`src/rtl/usb_bus_signal_gen_pkg.sv`:
```
// Shared USB definitions: UTMI line-state codes, bus-signal commands, the
// signal-generator state encoding and the line-monitor event codes.
package usb_bus_signal_gen_pkg;

  localparam int CNT_W = 24;

  typedef enum logic [1:0] {
    LS_SE0 = 2'b00,
    LS_J   = 2'b01,
    LS_K   = 2'b10,
    LS_SE1 = 2'b11
  } line_state_e;

  typedef enum logic [1:0] {
    CMD_BUS_RESET   = 2'b00,
    CMD_HOST_RESUME = 2'b01,
    CMD_REMOTE_WAKE = 2'b10,
    CMD_RSVD        = 2'b11
  } cmd_e;

  typedef enum logic [2:0] {
    ST_IDLE,
    ST_HOLDOFF,
    ST_RST_SE0,
    ST_RES_K,
    ST_EOP_SE0,
    ST_EOP_J,
    ST_WAKE_K
  } sig_state_e;

  typedef enum logic [1:0] {
    LM_IDLE    = 2'b00,
    LM_RESET   = 2'b01,
    LM_RESUME  = 2'b10,
    LM_SUSPEND = 2'b11
  } lm_evt_e;

  // Counter load for a duration in cycles; a zero duration still lasts one cycle.
  function automatic logic [CNT_W-1:0] dur_load(input int unsigned cyc);
    int unsigned m1;
    m1 = (cyc == 0) ? 0 : cyc - 1;
    return m1[CNT_W-1:0];
  endfunction

endpackage

```
`src/rtl/usb_bus_signal_gen.sv`:
```
// Host/device bus-signalling generator: bus reset (SE0), host resume (K + EOP)
// and remote wakeup (idle holdoff, then K), timed by one shared down-counter.
module usb_bus_signal_gen
  import usb_bus_signal_gen_pkg::*;
#(
  parameter int unsigned CLK_FREQ_MHZ = 60,
  parameter int unsigned RESET_US     = 10000,
  parameter int unsigned RESUME_US    = 20000,
  parameter int unsigned WAKE_US      = 2000,
  parameter int unsigned HOLDOFF_US   = 5000,
  parameter int unsigned EOP_CYCLES   = 80
) (
  input  logic       clk,
  input  logic       rst_n,
  input  logic [1:0] line_state,
  input  logic       cmd_valid,
  input  logic [1:0] cmd,
  output logic       cmd_ready,
  input  logic       abort,
  output logic       drive_en,
  output logic [1:0] drive_state,
  output logic       busy,
  output logic       done
);

  localparam logic [CNT_W-1:0] RST_LD  = dur_load(CLK_FREQ_MHZ * RESET_US);
  localparam logic [CNT_W-1:0] RES_LD  = dur_load(CLK_FREQ_MHZ * RESUME_US);
  localparam logic [CNT_W-1:0] WAKE_LD = dur_load(CLK_FREQ_MHZ * WAKE_US);
  localparam logic [CNT_W-1:0] HOLD_LD = dur_load(CLK_FREQ_MHZ * HOLDOFF_US);
  localparam logic [CNT_W-1:0] EOP_LD  = dur_load(EOP_CYCLES);

  sig_state_e       state_q, state_d;
  logic [CNT_W-1:0] cnt_q, cnt_d;
  logic             done_q, done_d;
  logic             cmd_ready_q, cmd_ready_d;
  logic             drive_en_q, drive_en_d;
  logic [1:0]       drive_state_q, drive_state_d;

  always_comb begin
    state_d = state_q;
    cnt_d   = (cnt_q == '0) ? '0 : cnt_q - 1'b1;
    done_d  = 1'b0;
    unique case (state_q)
      ST_IDLE: begin
        cnt_d = '0;
        if (cmd_valid && cmd_ready_q) begin
          unique case (cmd_e'(cmd))
            CMD_BUS_RESET:   begin state_d = ST_RST_SE0; cnt_d = RST_LD;  end
            CMD_HOST_RESUME: begin state_d = ST_RES_K;   cnt_d = RES_LD;  end
            CMD_REMOTE_WAKE: begin state_d = ST_HOLDOFF; cnt_d = HOLD_LD; end
            default:         done_d = 1'b1;
          endcase
        end
      end
      // Any non-J line state restarts the idle qualification window.
      ST_HOLDOFF: begin
        if (line_state != LS_J) cnt_d = HOLD_LD;
        else if (cnt_q == '0) begin state_d = ST_WAKE_K; cnt_d = WAKE_LD; end
      end
      ST_RST_SE0: if (cnt_q == '0) begin state_d = ST_IDLE; done_d = 1'b1; end
      ST_RES_K:   if (cnt_q == '0) begin state_d = ST_EOP_SE0; cnt_d = EOP_LD; end
      ST_EOP_SE0: if (cnt_q == '0) begin state_d = ST_EOP_J; cnt_d = '0; end
      ST_EOP_J:   begin state_d = ST_IDLE; done_d = 1'b1; end
      ST_WAKE_K:  if (cnt_q == '0) begin state_d = ST_IDLE; done_d = 1'b1; end
      default:    state_d = ST_IDLE;
    endcase
    // Abort overrides any expiry decided above.
    if (abort && state_q != ST_IDLE) begin
      state_d = ST_IDLE;
      cnt_d   = '0;
      done_d  = 1'b1;
    end

    cmd_ready_d   = (state_d == ST_IDLE);
    drive_en_d    = 1'b1;
    drive_state_d = LS_J;
    unique case (state_d)
      ST_RST_SE0, ST_EOP_SE0: drive_state_d = LS_SE0;
      ST_RES_K, ST_WAKE_K:    drive_state_d = LS_K;
      ST_EOP_J:               drive_state_d = LS_J;
      default:                drive_en_d    = 1'b0;
    endcase
  end

  always_ff @(posedge clk or negedge rst_n) begin
    if (!rst_n) begin
      state_q       <= ST_IDLE;
      cnt_q         <= '0;
      done_q        <= 1'b0;
      cmd_ready_q   <= 1'b0;
      drive_en_q    <= 1'b0;
      drive_state_q <= LS_J;
    end else begin
      state_q       <= state_d;
      cnt_q         <= cnt_d;
      done_q        <= done_d;
      cmd_ready_q   <= cmd_ready_d;
      drive_en_q    <= drive_en_d;
      drive_state_q <= drive_state_d;
    end
  end

  assign cmd_ready   = cmd_ready_q;
  assign busy        = (state_q != ST_IDLE);
  assign done        = done_q;
  assign drive_en    = drive_en_q;
  assign drive_state = drive_state_q;

endmodule

```
`config.mk`:
```
export PLATFORM = sky130hd
export DESIGN_NAME = usb_bus_signal_gen
export DESIGN_NICKNAME = d
export VERILOG_FILES = /design/src/rtl/usb_bus_signal_gen_pkg.sv /design/src/rtl/usb_bus_signal_gen.sv
export SDC_FILE = /design/constraint.sdc
export NUM_CORES = 1
export LEC_CHECK = 0
export ABC_AREA = 1
export BUFFER_PORTS_ARGS = -buffer_cell sky130_fd_sc_hd__buf_2
export CAP_MARGIN = 20
export CORE_ASPECT_RATIO = 0.9
export CORE_MARGIN = 1.5
export CORE_UTILIZATION = 40
export CTS_CLUSTER_DIAMETER = 40
export DETAILED_ROUTE_END_ITERATION = 6
export GPL_ROUTABILITY_DRIVEN = 0
export PLACE_DENSITY = 0.63
export SYNTH_ARGS = -nofsm -noshare
export SYNTH_HDL_FRONTEND = slang
export SYNTH_SLANG_ARGS = --single-unit
```
`constraint.sdc`:
```
create_clock -name clk -period 1.9 [get_ports clk]
set_input_delay 0.19 -clock clk [delete_from_list [all_inputs] [get_ports clk]]
set_output_delay 0.19 -clock clk [all_outputs]
set_load 0.01 [all_outputs]
```
==> results.md <==
- Run status: complete, no violations
- Filler cell count: 534
- Resized cells post-CTS: 0
- TritonCTS clock tree: yes
- Setup Total Neg Slack: 0 ns
- Yosys reg bits: 32
- Worst setup SP type: flip-flop
- Final worst path period share: 0.908
- Number of global-route vias before repair: 1929
- Worst reg2reg endpoint: cmd_ready$_DFF_PN0_
- R2R depth: 11
- Sink Count: 32
- Worst Path Required: 2.08 ns
- Largest net degree at the start of global routing: 33
- RSZ-0062 raised after global routing: false
- Hold Path Origin: abort
- NetSw: 1.92 mW
- Syn_nets: about 330
- Die Y-Extent: 74.0 um
- Gate power share: 0.564
- Die area: 6060 sq um
- Mapped cell area: about 2200 sq um
- Antenna violations before repair: 0
- Post-route DRC: 0
- Share of cells above drive strength 1: 0.192
- Seq/Total Area, Yosys: 0.358
- Synth warn: 0
- Via-to-Cell Ratio: 5.00
- Post-layout min period: 1.73 ns
- Longest Clk Path Bufs: 2
- Syn Area/Cell: between 7 and 8 sq um
- Rel. slew slack: 0.512
- # diodes: 0
- Pre-CTS setup slack: 0.176 ns
- CP Class: reg2reg
- Hold_buf cts: 1
- Nets: ~350
- Clk slew on worst S/H paths: 0.07 ns
- Via count: 1998
- Total core area: 5320 sq um
- R2r startpoint: cnt_q[0]$_DFF_PN0_
- Fin. Hold Viols: 0
- Worst-Margin Slew: 0.732 ns
- CP endpoint kind: flip-flop
- Row cnt: 25
- Chip width: 81.9 um
- WHS Endpoint: cnt_q[1]$_DFF_PN0_
- Initial Utilization: 0.421
- Asr flop ratio synth: 1.00
- Reg power frac: 0.290
- Final WL: 5410 um
- CTS buffer count: 5
- Setup violators final: 0
- Pleak: around 1.3 nW
- Wire per inst: 13.5 um
- Worst Clk Skew: approximately 0.012 ns
- Synth Instances: 308
- DPL Wire Length: 4210 um
- CTS root buf: clkbuf_8
- Max_cap viols: 0
- Yosys cell types: 28
- Postcts setup bufs: 0
- Slew Limit Fails: 0
- Internal Power: between 1.5 and 2 mW
- HP Class: in2reg
- Sw Share: 0.500
- Area delta synth->final: 12.3%
- Cell area after layout: about 2500 sq um
- Buffers on Ports: 13
- Post-synth EDFFs: 0
- Starting DRC count in detailed routing: 96
- GRT Total Usage: 0.205
- PwrDens: around 1500 nW/um^2
- First-pass GRT wire length: about 9300 um
- Synth Flop Type: dfrtp_1
- Arrival @ worst endpoint: 1.90 ns
- Worst ir drop on vdd: 0.000715 V
- CP max FO: 8
- Detail Route Antenna Nets: 0
- Final Worst Setup Slack: about 0.17 ns
- Hold depth: 4
- Post-place instance area: between 2000 and 2500 sq um
- IO Count: 14
- Htree depth: 2
- Final core utilization: 0.473
- 1st-pass router iterations: 4
- Setup slack, reg-to-reg: 0.17 ns
- Worst-Skew Late Latency: slightly below 0.3 ns
- GRT overflow: 0
- Clock power frac: 0.146
- Achievable Freq: 580 MHz
- Hold WS: 0.255 ns
metrics by stage:
step	power (mW)	instances
detailed placement	3.27	391
CTS	3.85	400
global route	4.19	400
floorplan	2.70	308
finish	3.84	400
global placement	3.25	391
cell usage after synthesis, types with 8 or more instances:
cell type   n  area share
nand3_1    22       0.049
a21oi_1    21       0.047
nand2_1    63        0.11
nand2_2     8       0.022
inv_1      36       0.060
nor2_2     11       0.031
dfrtp_1    31        0.35
o21ai_0    10       0.022
nor2_1     43       0.072
ha_1        9       0.050
xor2_1      9       0.035
logic make-up after synthesis:
group	synth area share
buffers and inverters	0.0743
AO/OA/AOI/OAI	0.102
adder cells (fa/ha/maj)	0.0503
XOR/XNOR	0.0587
AND/OR/NAND/NOR	0.356
flip-flops	0.358
critical path, cell delays in order (launching register included):
cell and delay (ns):
dfrtp_1 0.40, inv_2 0.13, ha_1 0.18, inv_1 0.04, nor2_1 0.07, nand2_1 0.08
nor2_1 0.20, nand4_1 0.17, nand3_1 0.12, nand2_2 0.09, nand2_4 0.10, nor2_2 0.04
worst max path at each step:
stage / slack [ns] / to / from
3_5_place_dp: 0.18 / cmd_ready$_DFF_PN0_ / cnt_q[0]$_DFF_PN0_
6_report: 0.17 / cmd_ready$_DFF_PN0_ / cnt_q[0]$_DFF_PN0_
5_1_grt: 0.01 / cnt_q[21]$_DFF_PN0_ / cnt_q[7]$_DFF_PN0_
4_1_cts: 0.16 / cmd_ready$_DFF_PN0_ / cnt_q[0]$_DFF_PN0_
2_1_floorplan: 0.35 / cmd_ready$_DFF_PN0_ / cnt_q[0]$_DFF_PN0_
3_3_place_gp: 0.22 / cmd_ready$_DFF_PN0_ / cnt_q[0]$_DFF_PN0_
sequential cells by signal, summed over array words and instances, names as in the netlist:
register / flops
done: 1
drive_state: 2
state_q: 3
cmd_ready: 1
cnt_q: 24
drive_en: 1
routing by layer:
metal / vias up / GRT usage / wire [um]
met1: 921 / 0.295 / 2670
met3: 9 / 0.0380 / 208
met2: 41 / 0.307 / 2430
met4: 0 / 0.0734 / 101
met5: - / 0 / 0
li1: 1027 / - / -
power groups by stage:
stage / combinational, mW / sequential [mW] / clock, mW
5_1_grt: 2.45 / 1.14 / 0.596
3_5_place_dp: 2.15 / 1.12 / 0
3_3_place_gp: 2.13 / 1.12 / 0
6_report: 2.17 / 1.12 / 0.560
2_1_floorplan: 1.61 / 1.10 / 0
4_1_cts: 2.17 / 1.11 / 0.572
area by class of cell:
| type | count | area, sq um | area share |
|---|---|---|---|
| Clock inverter | 2 | 10.0 | 0.00398 |
| Multi-Input combinational cell | 232 | 1270 | 0.505 |
| Tap cell | 67 | 83.8 | 0.0333 |
| Sequential cell | 32 | 802 | 0.319 |
| Clock buffer | 6 | 82.6 | 0.0328 |
| Inverter | 43 | 161 | 0.0641 |
| Timing Repair Buffer | 18 | 105 | 0.0418 |
cells in the final DEF (no fill, tap or decap), types with 2 or more instances in the layout:
| master | n |
|---|---|
| ha_1 | 9 |
| clkinv_2 | 2 |
| nor2_2 | 11 |
| clkbuf_8 | 6 |
| o21ai_1 | 4 |
| nor2_1 | 43 |
| a21oi_2 | 2 |
| o21ai_0 | 10 |
| nand2_4 | 3 |
| dfrtp_1 | 31 |
| nor3_1 | 2 |
| a21oi_1 | 21 |
| nand2_2 | 8 |
| xor2_1 | 9 |
| inv_1 | 36 |
| nand4_1 | 7 |
| buf_2 | 13 |
| inv_2 | 7 |
| nor2_4 | 4 |
| nand2_1 | 63 |
| a21o_1 | 2 |
| buf_4 | 4 |
| nand3_1 | 22 |
| xnor2_1 | 6 |
Note: power is estimated with default switching activity, not from simulation.
